===== src/rtl/mem_read_seq.sv =====
// Read-side sequencer for the capture RAM.
// Walks addresses 0..LAST_ADDR of a 1-cycle-latency synchronous RAM and
// streams every word out over valid/ready through a 2-entry FIFO, then
// pulses done and holds until the run enable is released.
module mem_read_seq #(
    parameter int ADDR_W    = 14,
    parameter int DATA_W    = 8,
    parameter int LAST_ADDR = 12282
) (
    input  logic              clk,
    input  logic              rst,
    input  logic              st,
    output logic              mem_en,
    output logic [ADDR_W-1:0] mem_addr,
    input  logic [DATA_W-1:0] mem_data,
    output logic [DATA_W-1:0] out_data,
    output logic              out_valid,
    input  logic              out_ready,
    output logic              busy,
    output logic              done
);

    localparam logic [ADDR_W-1:0] LAST = ADDR_W'(LAST_ADDR);

    typedef enum logic [1:0] {IDLE, RUN, DRAIN, HOLD} state_t;

    state_t            state, state_nxt;

    // Stage p0: next address to issue. Stage p1: read in flight to the RAM.
    logic [ADDR_W-1:0] addr_p0;
    logic              vld_p1;

    // Stage p2: 2-entry FIFO between RAM read data and the stream.
    logic [DATA_W-1:0] fifo_mem_p2 [2];
    logic              wr_ptr_p2;
    logic              rd_ptr_p2;
    logic [1:0]        fifo_cnt_p2;

    logic              push;
    logic              pop;
    logic              flush;
    logic [1:0]        credit_used;

    assign out_valid = (fifo_cnt_p2 != 2'd0);
    // Head is masked while empty so the stream shows 0 after reset/abort.
    assign out_data  = out_valid ? fifo_mem_p2[rd_ptr_p2] : '0;
    assign mem_addr  = addr_p0;
    assign busy      = (state == RUN) || (state == DRAIN);
    assign push      = vld_p1;
    assign flush     = busy && !st;

    // Next-state, read issue and completion decode.
    always_comb begin
        state_nxt   = state;
        mem_en      = 1'b0;
        done        = 1'b0;
        pop         = out_valid && out_ready;
        // A word leaving this cycle frees its slot in time for the read
        // issued now, which is what allows one word per cycle with ready=1.
        credit_used = fifo_cnt_p2 - {1'b0, pop} + {1'b0, vld_p1};
        case (state)
            IDLE: begin
                if (st) state_nxt = RUN;
            end
            RUN: begin
                mem_en = (credit_used < 2'd2);
                if (!st)
                    state_nxt = IDLE;
                else if (mem_en && (addr_p0 == LAST))
                    state_nxt = DRAIN;
            end
            DRAIN: begin
                if (!st) begin
                    state_nxt = IDLE;
                end else if (pop && (fifo_cnt_p2 == 2'd1) && !vld_p1) begin
                    done      = 1'b1;
                    state_nxt = HOLD;
                end
            end
            HOLD: begin
                if (!st) state_nxt = IDLE;
            end
            default: state_nxt = IDLE;
        endcase
    end

    // State register.
    always_ff @(posedge clk or posedge rst) begin
        if (rst)
            state <= IDLE;
        else
            state <= state_nxt;
    end

    // Address counter, in-flight flag and FIFO bookkeeping; abort clears all.
    always_ff @(posedge clk or posedge rst) begin
        if (rst) begin
            addr_p0     <= '0;
            vld_p1      <= 1'b0;
            wr_ptr_p2   <= 1'b0;
            rd_ptr_p2   <= 1'b0;
            fifo_cnt_p2 <= 2'd0;
        end else if (flush) begin
            addr_p0     <= '0;
            vld_p1      <= 1'b0;
            wr_ptr_p2   <= 1'b0;
            rd_ptr_p2   <= 1'b0;
            fifo_cnt_p2 <= 2'd0;
        end else begin
            vld_p1 <= mem_en;
            if (state == IDLE)
                addr_p0 <= '0;
            else if (mem_en && (addr_p0 != LAST))
                addr_p0 <= addr_p0 + ADDR_W'(1);
            if (push) wr_ptr_p2 <= ~wr_ptr_p2;
            if (pop)  rd_ptr_p2 <= ~rd_ptr_p2;
            fifo_cnt_p2 <= fifo_cnt_p2 + {1'b0, push} - {1'b0, pop};
        end
    end

    // FIFO storage captures RAM data the cycle after the read strobe.
    always_ff @(posedge clk) begin
        if (push)
            fifo_mem_p2[wr_ptr_p2] <= mem_data;
    end

endmodule


===== config.mk =====
export PLATFORM = sky130hd
export DESIGN_NAME = mem_read_seq
export DESIGN_NICKNAME = d
export VERILOG_FILES = /design/src/rtl/mem_read_seq.sv
export SDC_FILE = /design/constraint.sdc
export NUM_CORES = 1
export LEC_CHECK = 0
export CAP_MARGIN = 10
export CORE_ASPECT_RATIO = 0.9
export CORE_MARGIN = 1
export CORE_UTILIZATION = 40
export DETAILED_ROUTE_END_ITERATION = 10
export GPL_TIMING_DRIVEN = 0
export REMOVE_ABC_BUFFERS = 1
export SLEW_MARGIN = 0
export SYNTH_ARGS = -nofsm -noshare
export SYNTH_HDL_FRONTEND = slang
export SYNTH_SLANG_ARGS = --single-unit

===== constraint.sdc =====
create_clock -name clk -period 2.6 [get_ports clk]
set_input_delay 0.52 -clock clk [delete_from_list [all_inputs] [get_ports clk]]
set_output_delay 0.52 -clock clk [all_outputs]
set_load 0.01 [all_outputs]

Word level (Yosys, flattened, before mapping). Memories as Yosys holds them, arrays and structs flattened. Index checks and enable logic that the tools add are counted.

Bits of input ports: 12. Memories: 1. Register bits: 21. Memory bits (writable): 16. Output and inout bits: 26.

Memory list: fifo_mem_p2 (depth 2, width 8, rd ports 1, clocked after memory_dff 0, wr ports 1, RTL line 34) `logic [DATA_W-1:0] fifo_mem_p2 [2];`.

Magnitude comparators: 1. Bitwise gates (word level): 2. Eq/ne operators: 10. Mux-type cells: 23. $add $sub $neg: 5. Reductions and logical operators: 15.

Operator list (number): $mux W14 (3); $add A14 B1 Y14 const B (1); $eq A14 B14 Y1 const B (1); $mux W2 (7); $ne A14 B14 Y1 const B (1); $mux W1 (11); $mux W8 (1); $pmux W2 S4 (1); $logic_and A1 B1 Y1 (6); $ne A3 B2 Y1 const B (2); $reduce_bool A2 Y1 (3); $add A2 B1 Y2 (2); $eq A2 B1 Y1 const B (2); $eq A2 B2 Y1 const B (2); $ne A2 B2 Y1 const B (2); $reduce_and A4 Y1 (1); $sub A2 B1 Y2 (2); $reduce_bool A3 Y1 (1); $logic_not A1 Y1 (2); $logic_not A2 Y1 (1); $lt A2 B2 Y1 const B (1); $not A1 Y1 (2); $logic_or A1 B1 Y1 (1).

Logic depth before layout (Yosys ltp).
Word-level depth: 10. Gate-level depth with buffers: 10.

Worst setup path before layout. OpenSTA, ideal clock, no wires.

Path kind: register to output. Start point: register fifo_cnt_p2[1]. End point: output port mem_en. Path buffers: 0. Arrival: 1.830 ns. Stages on the path, launching flop included: 8. Required time: 2.080 ns. Setup slack: 0.250 ns. Cell sequence: dfrtp_1 nor2_1 nor2b_1 ha_1 inv_1 ha_1 xnor3_2 and2_4.

Cells in the longest elaborated chain, start to end: 6.

Ends and longest elaborated chain: start: declaration (RTL line 37) `logic [1:0] fifo_cnt_p2;`; start signal: assignment (RTL line 117) `fifo_cnt_p2 <= fifo_cnt_p2 + {1'b0, push} - {1'b0, pop};`; $reduce_bool A2 Y1 (RTL line 44) `assign out_valid = (fifo_cnt_p2 != 2'd0);`; $logic_and A1 B1 Y1 (RTL line 57) `pop = out_valid && out_ready;`; $sub A2 B1 Y2 (*) (RTL line 60) `credit_used = fifo_cnt_p2 - {1'b0, pop} + {1'b0, vld_p1};`; $add A2 B1 Y2 (*) (RTL line 60); $lt A2 B2 Y1 (*) (RTL line 66) `mem_en = (credit_used < 2'd2);`; $mux W1 (*) (RTL line 61) `case (state)`; end: declaration (RTL line 13) `output logic mem_en,`.

Every way passes the cells marked *; elsewhere a longest branch is shown, timed or not.

Worst setup path in the final report.
Start point: register fifo_cnt_p2[0]. End point: output port mem_en.

The elaborated chain is that of the path after synthesis.

==> impl_metrics.ini <==
[synthesis]
ys_types = 35
synthFlopType = dfrtp_1
synth_top_area_share_pct = 28.8
synth_area_leaders = dfrtp_1, edfxtp_1, ha_1, nor2_1, mux2i_1
synth_top_family_by_area = simple AND/OR/NAND/NOR gates
synth_fa_ha_area_share_pct = 5.49
synthCells = 157
yosys.area.top_type = dfrtp_1
netlist_area_um2 = 1820
synth.most_common_cell = nor2_1
ys_async_sr_fraction_pct = 56.8
synth-xor-area-share_pct = 7.54
synth_common_cells = nor2_1, dfrtp_1, edfxtp_1
synth_compound_area_share_pct = 5.14
yosysWarnings = 0
synth_area_per_cell_um2 = 11.6
synth_mux_area_share_pct = 4.39
synth-simple-area-share_pct = 19.6
synth_edf_count = 16
synth_seq_cells = 37
yosysSeqAreaShare_pct = 55.1

[power_and_ir_drop]
p_int_mw = 1.45
power_density_nw_per_um2 = 907
power_switching_share_pct = 33.7
netSwitchingPower_mw = 0.737
pwr-share-comb_pct = 41.3
pwr-share-clk_pct = 22.5
vdd_ir_drop_max_mv = 0.413
leakagePower_nw = 0.958
p_seq_share_pct = 36.2

[floorplan]
die_w_um = 73.2
core-area_um2 = 4210
pin_count = 38
initial_core_util_pct = 43.3
rows = 22
die-area_um2 = 4830
die_y_um = 66.1

[layout]
final_core_util_pct = 57.2
drive_above_1_share_pct = 13.3
antenna_cells = 0
nets = 222
design_area_um2 = 2410
num-fill-cells = 375
area_delta_synth_final_pct = 32.1

[timing]
rsz0062_at_grt = no
timing.final.ws_setup_ns = 0.105
holdWs_ns = 0.575
fmax_ghz = 0.401
worst_pin_slew_ns = 0.836
finalSetupTns_ns = 0
slew_headroom_pct = 44.2
min_period_ns = 2.50
drv_slew = 0
finClkSkew_ns = 0.00229
timing.final.crit_share_pct = 96.0
hold_viol = 0
setup_viol = 0

[placed_design]
gp_congestion = 0.780
dpl_worst_slack_ns = -0.622
placed_area_um2 = 2260
dpl.hpwl_um = 2440
port_buffers = 37

[run]
cap_violations = 0

[clocking]
htree_num_levels = 2
root_buffer = clkbuf_8
numClockSinks = 37
cts_tree = built
numCtsBuffers = 5
clock_latency_ns = 0.30
cts.path.max_buffers = 2
clkTransAtPathRegs_ns = 0.07
cts_hold_buf = 0

[hold_path]
holdPathEnd = wr_ptr_p2$_DFFE_PP0P_
worstHoldStart = wr_ptr_p2$_DFFE_PP0P_
holdPathStages = 2
hp-class = reg -> reg

[detailed_routing]
drtPass1Iterations = 4
routed_wl_um = 3520
ant_nets = 0
avgViaCountPerCell = 4.97
drc_errors = 0
drt_iter0_drc = 41
vias = 1306
wire_per_inst_um = 13.4

[worst_setup_path]
reg2reg_to = mem_addr[11]$_DFFE_PP0P_
path_max_fanout = 3
critPathKind = reg -> out
cp-start-kind = register
timing.rr.start = fifo_cnt_p2[0]$_DFF_PP0_
arrival_ns = 1.98
critical_path_required_ns = 2.08
reg2reg_slack_ns = 0.40
end_kind = output port
reg2regPathDepth = 10

[global_routing]
grt_pass1_wl_um = 5770
grt_overflow = 0
grt_pass1_vias = 1282
grt_usage_pct = 16.5
antenna_found_initial = 0
grt_max_degree = 22

[run_status]
status = finished, final reports clean
cell families after synthesis:
family	count (synthesis)
flops	37
fa+ha+maj	8
simple gates	63
xor+xnor	14
mux	8
buf+inv	13
compound gates	14
how the worst max path moves through the flow:
| stage | startpoint | endpoint | cells past startpoint | slack [ns] |
|---|---|---|---|---|
| 2_1_floorplan | fifo_cnt_p2[1]$_DFF_PP0_ | mem_en | 7 | 0.25 |
| 3_3_place_gp | out_ready | mem_en | 8 | -0.59 |
| 3_5_place_dp | out_ready | mem_en | 8 | -0.62 |
| 4_1_cts | fifo_cnt_p2[0]$_DFF_PP0_ | mem_en | 8 | 0.09 |
| 5_1_grt | fifo_cnt_p2[0]$_DFF_PP0_ | mem_en | 8 | 0.02 |
| 6_report | fifo_cnt_p2[0]$_DFF_PP0_ | mem_en | 8 | 0.10 |
area by class of cell:
| type | instances | area (um2) | share of cell area [%] |
|---|---|---|---|
| flip-flops and latches | 37 | 1010 | 41.7 |
| well taps | 60 | 75.1 | 3.12 |
| multi-input cells | 107 | 787 | 32.7 |
| repair buffers | 41 | 394 | 16.4 |
| inverters | 10 | 37.5 | 1.56 |
| clock buffers | 5 | 68.8 | 2.86 |
| clock inverters | 3 | 41.3 | 1.71 |
critical path: stages, from the launching register on:
cell and delay, ns:
dfrtp_1 0.43, nor2_4 0.15, nor2b_4 0.05, ha_1 0.27, inv_1 0.06, ha_2 0.16
xnor3_2 0.26, and2_4 0.18, buf_2 0.13
placed cells by master, fill, tap and decap left out, types with 2 or more instances in the layout:
| cell type | instances |
|---|---|
| ha_1 | 7 |
| edfxtp_1 | 16 |
| o21ai_0 | 3 |
| inv_1 | 10 |
| and3_1 | 3 |
| or2_2 | 2 |
| nor4_2 | 2 |
| mux2i_1 | 8 |
| nand3_1 | 2 |
| a21oi_1 | 4 |
| or2_1 | 2 |
| o211ai_1 | 3 |
| xnor2_1 | 7 |
| clkbuf_8 | 5 |
| dfrtp_1 | 21 |
| clkdlybuf4s50_1 | 35 |
| nor2_1 | 25 |
| nand2_1 | 5 |
| nand4_1 | 2 |
| nor2b_1 | 5 |
| buf_4 | 4 |
| nor3_1 | 2 |
| xor2_1 | 6 |
| or3_1 | 3 |
timing repair:
| action | 4_1_cts | 5_1_grt |
|---|---|---|
| gates resized for setup | 10 | 0 |
| setup endpoints to repair | 13 | 0 |
| buffers inserted | 4 | 0 |
state kept, by name, indices dropped and copies added, names as in the netlist:
name and flops:
state 2, fifo_mem_p2 16, wr_ptr_p2 1, mem_addr 14, rd_ptr_p2 1, push 1
fifo_cnt_p2 2
per-stage QoR:
| stage | power (mW) | cells |
|---|---|---|
| after floorplan | 1.29 | 154 |
| final | 2.19 | 263 |
| after global placement | 1.61 | 251 |
| after global routing | 2.33 | 263 |
| after CTS | 2.21 | 263 |
| after detailed placement | 1.64 | 251 |
power groups by stage:
stage	sequential, mW	combinational [mW]	clock (mW)
floorplan	0.778	0.516	0
global placement	0.791	0.820	0
detailed placement	0.794	0.841	0
CTS	0.791	0.914	0.506
global route	0.802	0.993	0.530
finish	0.792	0.902	0.493
per-layer routing:
metal  up-vias  GRT usage, %  wire length, um
met5         -             0                0
met3         7          3.81              199
li1        631             -                -
met2        44          28.6             1670
met4         0          10.3               84
met1       624          18.2             1560
(Power assumes the default switching activity.)
